[config.mk]
export PLATFORM = sky130hd
export DESIGN_NAME = mdu_iter
export DESIGN_NICKNAME = d
export VERILOG_FILES = /design/src/rtl/mdu_pkg.sv /design/src/rtl/mdu_step.sv /design/src/rtl/mdu_iter.sv
export SDC_FILE = /design/constraint.sdc
export NUM_CORES = 1
export LEC_CHECK = 0
export CAP_MARGIN = 20
export CORE_ASPECT_RATIO = 0.75
export CORE_MARGIN = 1
export CORE_UTILIZATION = 65
export DETAILED_ROUTE_END_ITERATION = 10
export DONT_BUFFER_PORTS = 1
export HOLD_SLACK_MARGIN = 0.03
export PLACE_DENSITY_LB_ADDON = 0.08
export SLEW_MARGIN = 25
export SYNTH_ARGS = -nofsm -noshare
export SYNTH_HDL_FRONTEND = slang
export SYNTH_SLANG_ARGS = --single-unit
[constraint.sdc]
create_clock -name clk_i -period 9 [get_ports clk_i]
set_clock_uncertainty 0.05 [all_clocks]
set_input_delay 0.9 -clock clk_i [delete_from_list [all_inputs] [get_ports clk_i]]
set_output_delay 0.9 -clock clk_i [all_outputs]
set_load 0.05 [all_outputs]
[src/rtl/mdu_pkg.sv]
// mdu_pkg: shared definitions for the iterative multiply/divide unit.
//   - operation encodings (MDU_OP_*) as driven on op_i
//   - FSM state encodings (MDU_IDLE / MDU_RUN / MDU_DONE)
//   - default operand width
//   - is_div_op(): true for operations that use the divider datapath
// Optional feature macro used by the users of this package: MDU_SIGNED_EN.
package mdu_pkg;

  localparam int MDU_WIDTH_DFLT = 32;

  typedef enum logic [1:0] {
    MDU_OP_MUL = 2'b00,
    MDU_OP_DIV = 2'b01,
    MDU_OP_REM = 2'b10,
    MDU_OP_RSV = 2'b11
  } mdu_op_e;

  typedef enum logic [1:0] {
    MDU_IDLE = 2'b00,
    MDU_RUN  = 2'b01,
    MDU_DONE = 2'b10
  } mdu_state_e;

  function automatic logic is_div_op(input mdu_op_e op);
    return (op == MDU_OP_DIV) || (op == MDU_OP_REM);
  endfunction

endpackage

[src/rtl/mdu_step.sv]
// mdu_step: one combinational iteration of the multiply/divide datapath.
// Ports:
//   op      : operation being iterated (mdu_op_e)
//   acc     : accumulator (MUL) or partial remainder (DIV/REM)
//   opa     : multiplicand (MUL) or dividend/quotient shift register (DIV/REM)
//   opb     : multiplier (MUL) or divisor (DIV/REM)
//   acc_nxt, opa_nxt, opb_nxt : values after this iteration
// The divider reuses opa as a combined dividend/quotient register: each
// iteration shifts the dividend MSB out into the remainder and the new
// quotient bit in at the LSB, so after WIDTH steps opa holds the quotient.
module mdu_step
  import mdu_pkg::*;
#(
  parameter int WIDTH = MDU_WIDTH_DFLT
) (
  input  mdu_op_e          op,
  input  logic [WIDTH-1:0] acc,
  input  logic [WIDTH-1:0] opa,
  input  logic [WIDTH-1:0] opb,
  output logic [WIDTH-1:0] acc_nxt,
  output logic [WIDTH-1:0] opa_nxt,
  output logic [WIDTH-1:0] opb_nxt
);

  logic [WIDTH:0]   rem_sh_s;
  logic [WIDTH-1:0] diff_s;

  // Shifted partial remainder and trial difference for the restoring divider.
  // When the subtraction is kept the true difference is below the divisor,
  // so a WIDTH-bit modular subtract gives the exact result.
  always_comb begin
    rem_sh_s = {acc, opa[WIDTH-1]};
    diff_s   = rem_sh_s[WIDTH-1:0] - opb;
  end

  // Single shift-add (MUL) or compare-subtract (DIV/REM) iteration.
  always_comb begin
    acc_nxt = acc;
    opa_nxt = opa;
    opb_nxt = opb;
    case (op)
      MDU_OP_MUL: begin
        if (opb[0]) begin
          acc_nxt = acc + opa;
        end else begin
          acc_nxt = acc;
        end
        opa_nxt = {opa[WIDTH-2:0], 1'b0};
        opb_nxt = {1'b0, opb[WIDTH-1:1]};
      end
      MDU_OP_DIV, MDU_OP_REM: begin
        if (rem_sh_s >= {1'b0, opb}) begin
          acc_nxt = diff_s;
          opa_nxt = {opa[WIDTH-2:0], 1'b1};
        end else begin
          acc_nxt = rem_sh_s[WIDTH-1:0];
          opa_nxt = {opa[WIDTH-2:0], 1'b0};
        end
        opb_nxt = opb;
      end
      default: begin
        acc_nxt = acc;
        opa_nxt = opa;
        opb_nxt = opb;
      end
    endcase
  end

endmodule

[src/rtl/mdu_iter.sv]
// mdu_iter: multi-cycle multiply / divide / remainder unit.
// Ports:
//   clk_i      : clock, all state updates on the rising edge
//   rst_i      : synchronous active-low reset
//   start_i    : request strobe, accepted in IDLE or DONE
//   op_i       : 00 MUL, 01 DIV, 10 REM, 11 reserved (result 0)
//   data1_i    : multiplicand / dividend, sampled at accept
//   data2_i    : multiplier / divisor, sampled at accept
//   stall_o    : high from the cycle after accept through the last RUN cycle
//   valid_o    : one-cycle result strobe (the DONE cycle)
//   data_o     : result, held until the next completion
//   div_zero_o : DIV/REM by zero, qualified by valid_o
// Every operation takes exactly WIDTH RUN cycles; there is no early exit.
// Define MDU_SIGNED_EN for two's-complement operands: magnitudes are
// iterated and the sign is fixed up when the result is registered.
module mdu_iter
  import mdu_pkg::*;
#(
  parameter int WIDTH = MDU_WIDTH_DFLT,
  parameter int CNT_W = 6
) (
  input  logic             clk_i,
  input  logic             rst_i,
  input  logic             start_i,
  input  logic [1:0]       op_i,
  input  logic [WIDTH-1:0] data1_i,
  input  logic [WIDTH-1:0] data2_i,
  output logic             stall_o,
  output logic             valid_o,
  output logic [WIDTH-1:0] data_o,
  output logic             div_zero_o
);

  localparam logic [CNT_W-1:0] CNT_LOAD = CNT_W'(WIDTH);
  localparam logic [CNT_W-1:0] CNT_ONE  = CNT_W'(1);
  localparam logic [WIDTH-1:0] ALL_ONES = {WIDTH{1'b1}};
  localparam logic [WIDTH-1:0] ALL_ZERO = {WIDTH{1'b0}};

  mdu_state_e       state_r;
  mdu_state_e       state_nxt_s;
  logic             accept_s;
  logic             last_s;
  logic [CNT_W-1:0] cnt_r;
  mdu_op_e          op_r;
  logic [WIDTH-1:0] acc_r;
  logic [WIDTH-1:0] opa_r;
  logic [WIDTH-1:0] opb_r;
  logic             dz_r;
  logic [WIDTH-1:0] opa_ld_s;
  logic [WIDTH-1:0] opb_ld_s;
  logic [WIDTH-1:0] acc_nxt_s;
  logic [WIDTH-1:0] opa_nxt_s;
  logic [WIDTH-1:0] opb_nxt_s;
  logic [WIDTH-1:0] result_s;
  logic             stall_r;
  logic             valid_r;
  logic [WIDTH-1:0] data_r;
  logic             div_zero_r;

`ifdef MDU_SIGNED_EN
  logic neg1_r;
  logic neg2_r;

  // Two's-complement negate when c is set; also used as absolute value.
  function automatic logic [WIDTH-1:0] neg_if(input logic [WIDTH-1:0] v, input logic c);
    if (c) begin
      return ~v + {{(WIDTH-1){1'b0}}, 1'b1};
    end else begin
      return v;
    end
  endfunction
`endif

  mdu_step #(.WIDTH(WIDTH)) u_step (
    .op      (op_r),
    .acc     (acc_r),
    .opa     (opa_r),
    .opb     (opb_r),
    .acc_nxt (acc_nxt_s),
    .opa_nxt (opa_nxt_s),
    .opb_nxt (opb_nxt_s)
  );

  // Last RUN iteration: counter about to reach zero.
  always_comb begin
    last_s = (cnt_r == CNT_ONE);
  end

  // Next-state logic; start_i is only honoured in IDLE and DONE.
  always_comb begin
    state_nxt_s = state_r;
    accept_s    = 1'b0;
    case (state_r)
      MDU_IDLE: begin
        if (start_i) begin
          accept_s    = 1'b1;
          state_nxt_s = MDU_RUN;
        end else begin
          state_nxt_s = MDU_IDLE;
        end
      end
      MDU_RUN: begin
        if (last_s) begin
          state_nxt_s = MDU_DONE;
        end else begin
          state_nxt_s = MDU_RUN;
        end
      end
      MDU_DONE: begin
        if (start_i) begin
          accept_s    = 1'b1;
          state_nxt_s = MDU_RUN;
        end else begin
          state_nxt_s = MDU_IDLE;
        end
      end
      default: begin
        state_nxt_s = MDU_IDLE;
      end
    endcase
  end

  // Operand values loaded at accept (magnitudes in signed builds).
  always_comb begin
`ifdef MDU_SIGNED_EN
    opa_ld_s = neg_if(data1_i, data1_i[WIDTH-1]);
    opb_ld_s = neg_if(data2_i, data2_i[WIDTH-1]);
`else
    opa_ld_s = data1_i;
    opb_ld_s = data2_i;
`endif
  end

  // Final result from the last iteration's outputs, including sign fix-up.
  // Divide by zero falls out of the restoring loop naturally (quotient all
  // ones, remainder = dividend) but the quotient is forced so the signed
  // build does not negate it.
  always_comb begin
    result_s = ALL_ZERO;
    case (op_r)
      MDU_OP_MUL: begin
`ifdef MDU_SIGNED_EN
        result_s = neg_if(acc_nxt_s, neg1_r ^ neg2_r);
`else
        result_s = acc_nxt_s;
`endif
      end
      MDU_OP_DIV: begin
        if (dz_r) begin
          result_s = ALL_ONES;
        end else begin
`ifdef MDU_SIGNED_EN
          result_s = neg_if(opa_nxt_s, neg1_r ^ neg2_r);
`else
          result_s = opa_nxt_s;
`endif
        end
      end
      MDU_OP_REM: begin
`ifdef MDU_SIGNED_EN
        result_s = neg_if(acc_nxt_s, neg1_r);
`else
        result_s = acc_nxt_s;
`endif
      end
      MDU_OP_RSV: begin
        result_s = ALL_ZERO;
      end
      default: begin
        result_s = ALL_ZERO;
      end
    endcase
  end

  // FSM state register.
  always_ff @(posedge clk_i) begin
    if (!rst_i) begin
      state_r <= MDU_IDLE;
    end else begin
      state_r <= state_nxt_s;
    end
  end

  // Counter and operand registers: load at accept, iterate while running.
  always_ff @(posedge clk_i) begin
    if (!rst_i) begin
      cnt_r  <= {CNT_W{1'b0}};
      op_r   <= MDU_OP_MUL;
      acc_r  <= ALL_ZERO;
      opa_r  <= ALL_ZERO;
      opb_r  <= ALL_ZERO;
      dz_r   <= 1'b0;
`ifdef MDU_SIGNED_EN
      neg1_r <= 1'b0;
      neg2_r <= 1'b0;
`endif
    end else if (accept_s) begin
      cnt_r  <= CNT_LOAD;
      op_r   <= mdu_op_e'(op_i);
      acc_r  <= ALL_ZERO;
      opa_r  <= opa_ld_s;
      opb_r  <= opb_ld_s;
      dz_r   <= is_div_op(mdu_op_e'(op_i)) && (data2_i == ALL_ZERO);
`ifdef MDU_SIGNED_EN
      neg1_r <= data1_i[WIDTH-1];
      neg2_r <= data2_i[WIDTH-1];
`endif
    end else if (state_r == MDU_RUN) begin
      cnt_r <= cnt_r - CNT_ONE;
      acc_r <= acc_nxt_s;
      opa_r <= opa_nxt_s;
      opb_r <= opb_nxt_s;
    end
  end

  // Registered handshake and result outputs; result/flag hold until the
  // next completion.
  always_ff @(posedge clk_i) begin
    if (!rst_i) begin
      stall_r    <= 1'b0;
      valid_r    <= 1'b0;
      data_r     <= ALL_ZERO;
      div_zero_r <= 1'b0;
    end else begin
      stall_r <= (state_nxt_s == MDU_RUN);
      valid_r <= (state_r == MDU_RUN) && last_s;
      if ((state_r == MDU_RUN) && last_s) begin
        data_r     <= result_s;
        div_zero_r <= dz_r;
      end
    end
  end

  assign stall_o    = stall_r;
  assign valid_o    = valid_r;
  assign data_o     = data_r;
  assign div_zero_o = div_zero_r;

endmodule

==> impl_metrics.toml <==
[floorplanning]
chipHeight_um = 116
die_w_um = 154
core_sq_mm = 0.0169
fp-row-count = 41
dieArea_sq_mm = 0.0180
initial_core_util_pct = 66.9
io-pin-count = 104

[drt]
ant_nets = 0
drcViolationCount = 0
routed_via_density = 7.25
wl_um = 37500
dr_total_vias = 11800
first_iter_violations = 1629
wire_per_inst_um = 23.1
dr.pass1.iters = 6

[grt]
grt_pass1_wl_um = 57600
antenna_found_initial = 0
use_met2_pct = 62.5
use_met3_pct = 9.65
grtUsageTotal_pct = 41.2
busiest_layer = "met2"
grt_pass1_vias = 10500
grt_use_met1_pct = 56.1
grt_max_degree = 114
grt-ovfl-total = 0

[critical_path]
max_stage_delay_ns = 0.80
r2r-start = "opb_r[0]"
worstSetupPathType = "reg -> reg"
critPathBufInv = 1
r2r_end = "data_o[22]"
reg2reg_depth = 12
crit_family = "compound AO/OA/AOI/OAI gates"
start_kind = "flop"
path_max_fanout = 19
cp.arrival_ns = 4.15
critical_path_required_ns = 9.27
rrSetupSlack_ns = 5.12
worstPathCellList = "ha_1 > inv_1 > fa_1 > a21o_1 > a221oi_2 > o211ai_1 > nand2_1 > o21ai_0 > mux2i_1 > a311oi_1 > a311oi_1 > o21ai_0"
endpoint_kind = "flop"
critPathSlowestCell = "dfxtp_1"

[synth]
yosysWarnings = 0
yosysTopAreaCell = "dfxtp_1"
synth_edf_count = 0
synth.area.top_cells = "dfxtp_1, ha_1, a21oi_1"
synth_area_per_cell_sq_um = 7.73
synthArstFlopShare_pct = 0
yosysUniqueCellTypes = 86
ys_seq_area_share_pct = 25.1
netlist_instances = 1465
yosysTopAreaCellShare_pct = 25.1
synthesis.nets = 1605
ys_ff_latch = 142
synthFlopType = "dfxtp_1"
netlist_area_sq_mm = 0.0113

[place]
placed_area_sq_mm = 0.0112
pre_cts_slack_ns = 5.34
hpwl_um = 27000
port_buffers = 0
place_congestion = 1.07

[min_path]
holdPathEnd = "opb_r[28]"
hp-class = "reg -> reg"
min_delay_path_depth = 1
min_from = "opb_r[28]"

[sta]
drv_slew = 0
hold_viol_final = 0
rsz0062_at_grt = "false"
period_share_pct = 43.1
fin_crit_ns = 3.88
setup_viol = 0
worst_pin_slew_ns = 0.977
fmax_mhz = 258
setup_ws_ns = 5.12
hold_slack_ns = 0.449
relSlewSlack_pct = 34.7
fin_setup_tns_ns = 0

[clocking]
cts_tree = "done"
clkTransAtPathRegs_ns = 0.07
clockBufferDepth = 2
postCtsSetupRepairBufs = 0
cts_buffers = 17
cts_sinks = 142
postCtsResizedCells = 0
clockRootBuffer = "clkbuf_16"
cts-hold-fix-buffers = 0
worstSkewPairLatency_ns = 0.44
htreeDepth = 4

[pwr]
pwr_density_cell_mw_per_mm2 = 192
p_leak_nw = 4.84
ir_drop_v = 0.000124

[final_layout]
antennaDiodeCount = 0
drive_above_1_share_pct = 7.03
final_cell_mix = "a21oi_1, nand2_1, dfxtp_1, o21ai_0, ha_1"
fin_area_sq_mm = 0.0119
syn_to_final_growth_pct = 5.04
layout.nets = 1536

[run_status]
status = "complete, no violations"

[flow_run]
drv_cap = 0
-- where the power goes --
group          internal, mW  switching, mW
sequential            0.671         0.0649
clock                 0.477          0.319
combinational         0.277          0.470
total                  1.43          0.854
-- cell type report --
type,count,area [sq um]
multi-input combinational,1161,7800
sequential,142,2840
clock buffer,18,439
tap,215,269
clock inverter,14,204
inverter,60,225
fill,1411,5030
timing repair buffer,14,113
-- cells in the mapped netlist (10+ instances only) --
master,instances
a21o_1,31
o21ai_0,105
a31oi_1,27
clkbuf_1,71
a21oi_1,145
a211oi_1,19
and2_1,40
o211a_1,35
mux2i_1,16
ha_1,69
inv_1,57
o21bai_1,10
nor3_1,23
nor2b_1,17
o211ai_1,50
o221ai_1,17
dfxtp_1,142
a22oi_1,65
and3_1,18
nand2_1,144
o21ai_1,16
nor2_1,70
mux2_2,14
o21a_1,12
xnor2_1,34
nand3_1,21
nor4_1,15
xor2_1,15
-- cell families (layout without fill, tap and decap cells) --
family | after synthesis | after routing | synth area share, %
buffers and inverters | 162 | 106 | 6.36
AND/OR/NAND/NOR | 389 | 389 | 16.5
XOR/XNOR | 49 | 49 | 3.79
AO/OA/AOI/OAI | 619 | 619 | 37.1
adder cells (fa/ha/maj) | 71 | 71 | 7.98
flip-flops | 142 | 142 | 25.1
multiplexers | 33 | 33 | 3.10
-- worst register-to-register path, cell delays in order, from the launching register on --
cell and delay (ns):
dfxtp_1 0.80, ha_1 0.30, inv_1 0.06, fa_1 0.39, a21o_1 0.21, a221oi_2 0.41, o211ai_1 0.32, nand2_1 0.21
o21ai_0 0.21, mux2i_1 0.22, a311oi_1 0.10, a311oi_1 0.34, o21ai_0 0.14
-- registers in the layout (all words and copies together), names as in the netlist --
name,flops
data_o,32
opb_r,32
div_zero_o,1
op_r,2
valid_o,1
acc_r,32
dz_r,1
state_r,2
opa_r,32
stall_o,1
cnt_r,6
-- through the flow --
stage / instances / total power [mW] / util, %
finish: 1624 / 2.28 / 70.3
global route: 1624 / 2.36 / 70.3
CTS: 1624 / 2.24 / 70.3
detailed placement: 1592 / 1.46 / 66.5
global placement: 1591 / 1.45 / 66.4
floorplan: 1465 / 1.30 / -
-- metal layers --
metal	part of all wire (%)	vias to the layer above
met5	0	-
met4	4.5	0
met3	11	144
met2	43	792
met1	41	5470
li1	-	5374
-- how the worst max path moves through the flow --
stage	slack, ns	startpoint	endpoint	cells past startpoint
after global placement	5.34	opb_r[0]	data_o[22]	12
after CTS	5.32	opb_r[0]	data_o[22]	12
final	5.12	opb_r[0]	data_o[22]	12
after floorplan	6.07	acc_r[0]	data_o[14]	10
after detailed placement	5.34	opb_r[0]	data_o[22]	12
after global routing	5.04	opb_r[0]	data_o[22]	12
Power figures use the tool's default switching activity.
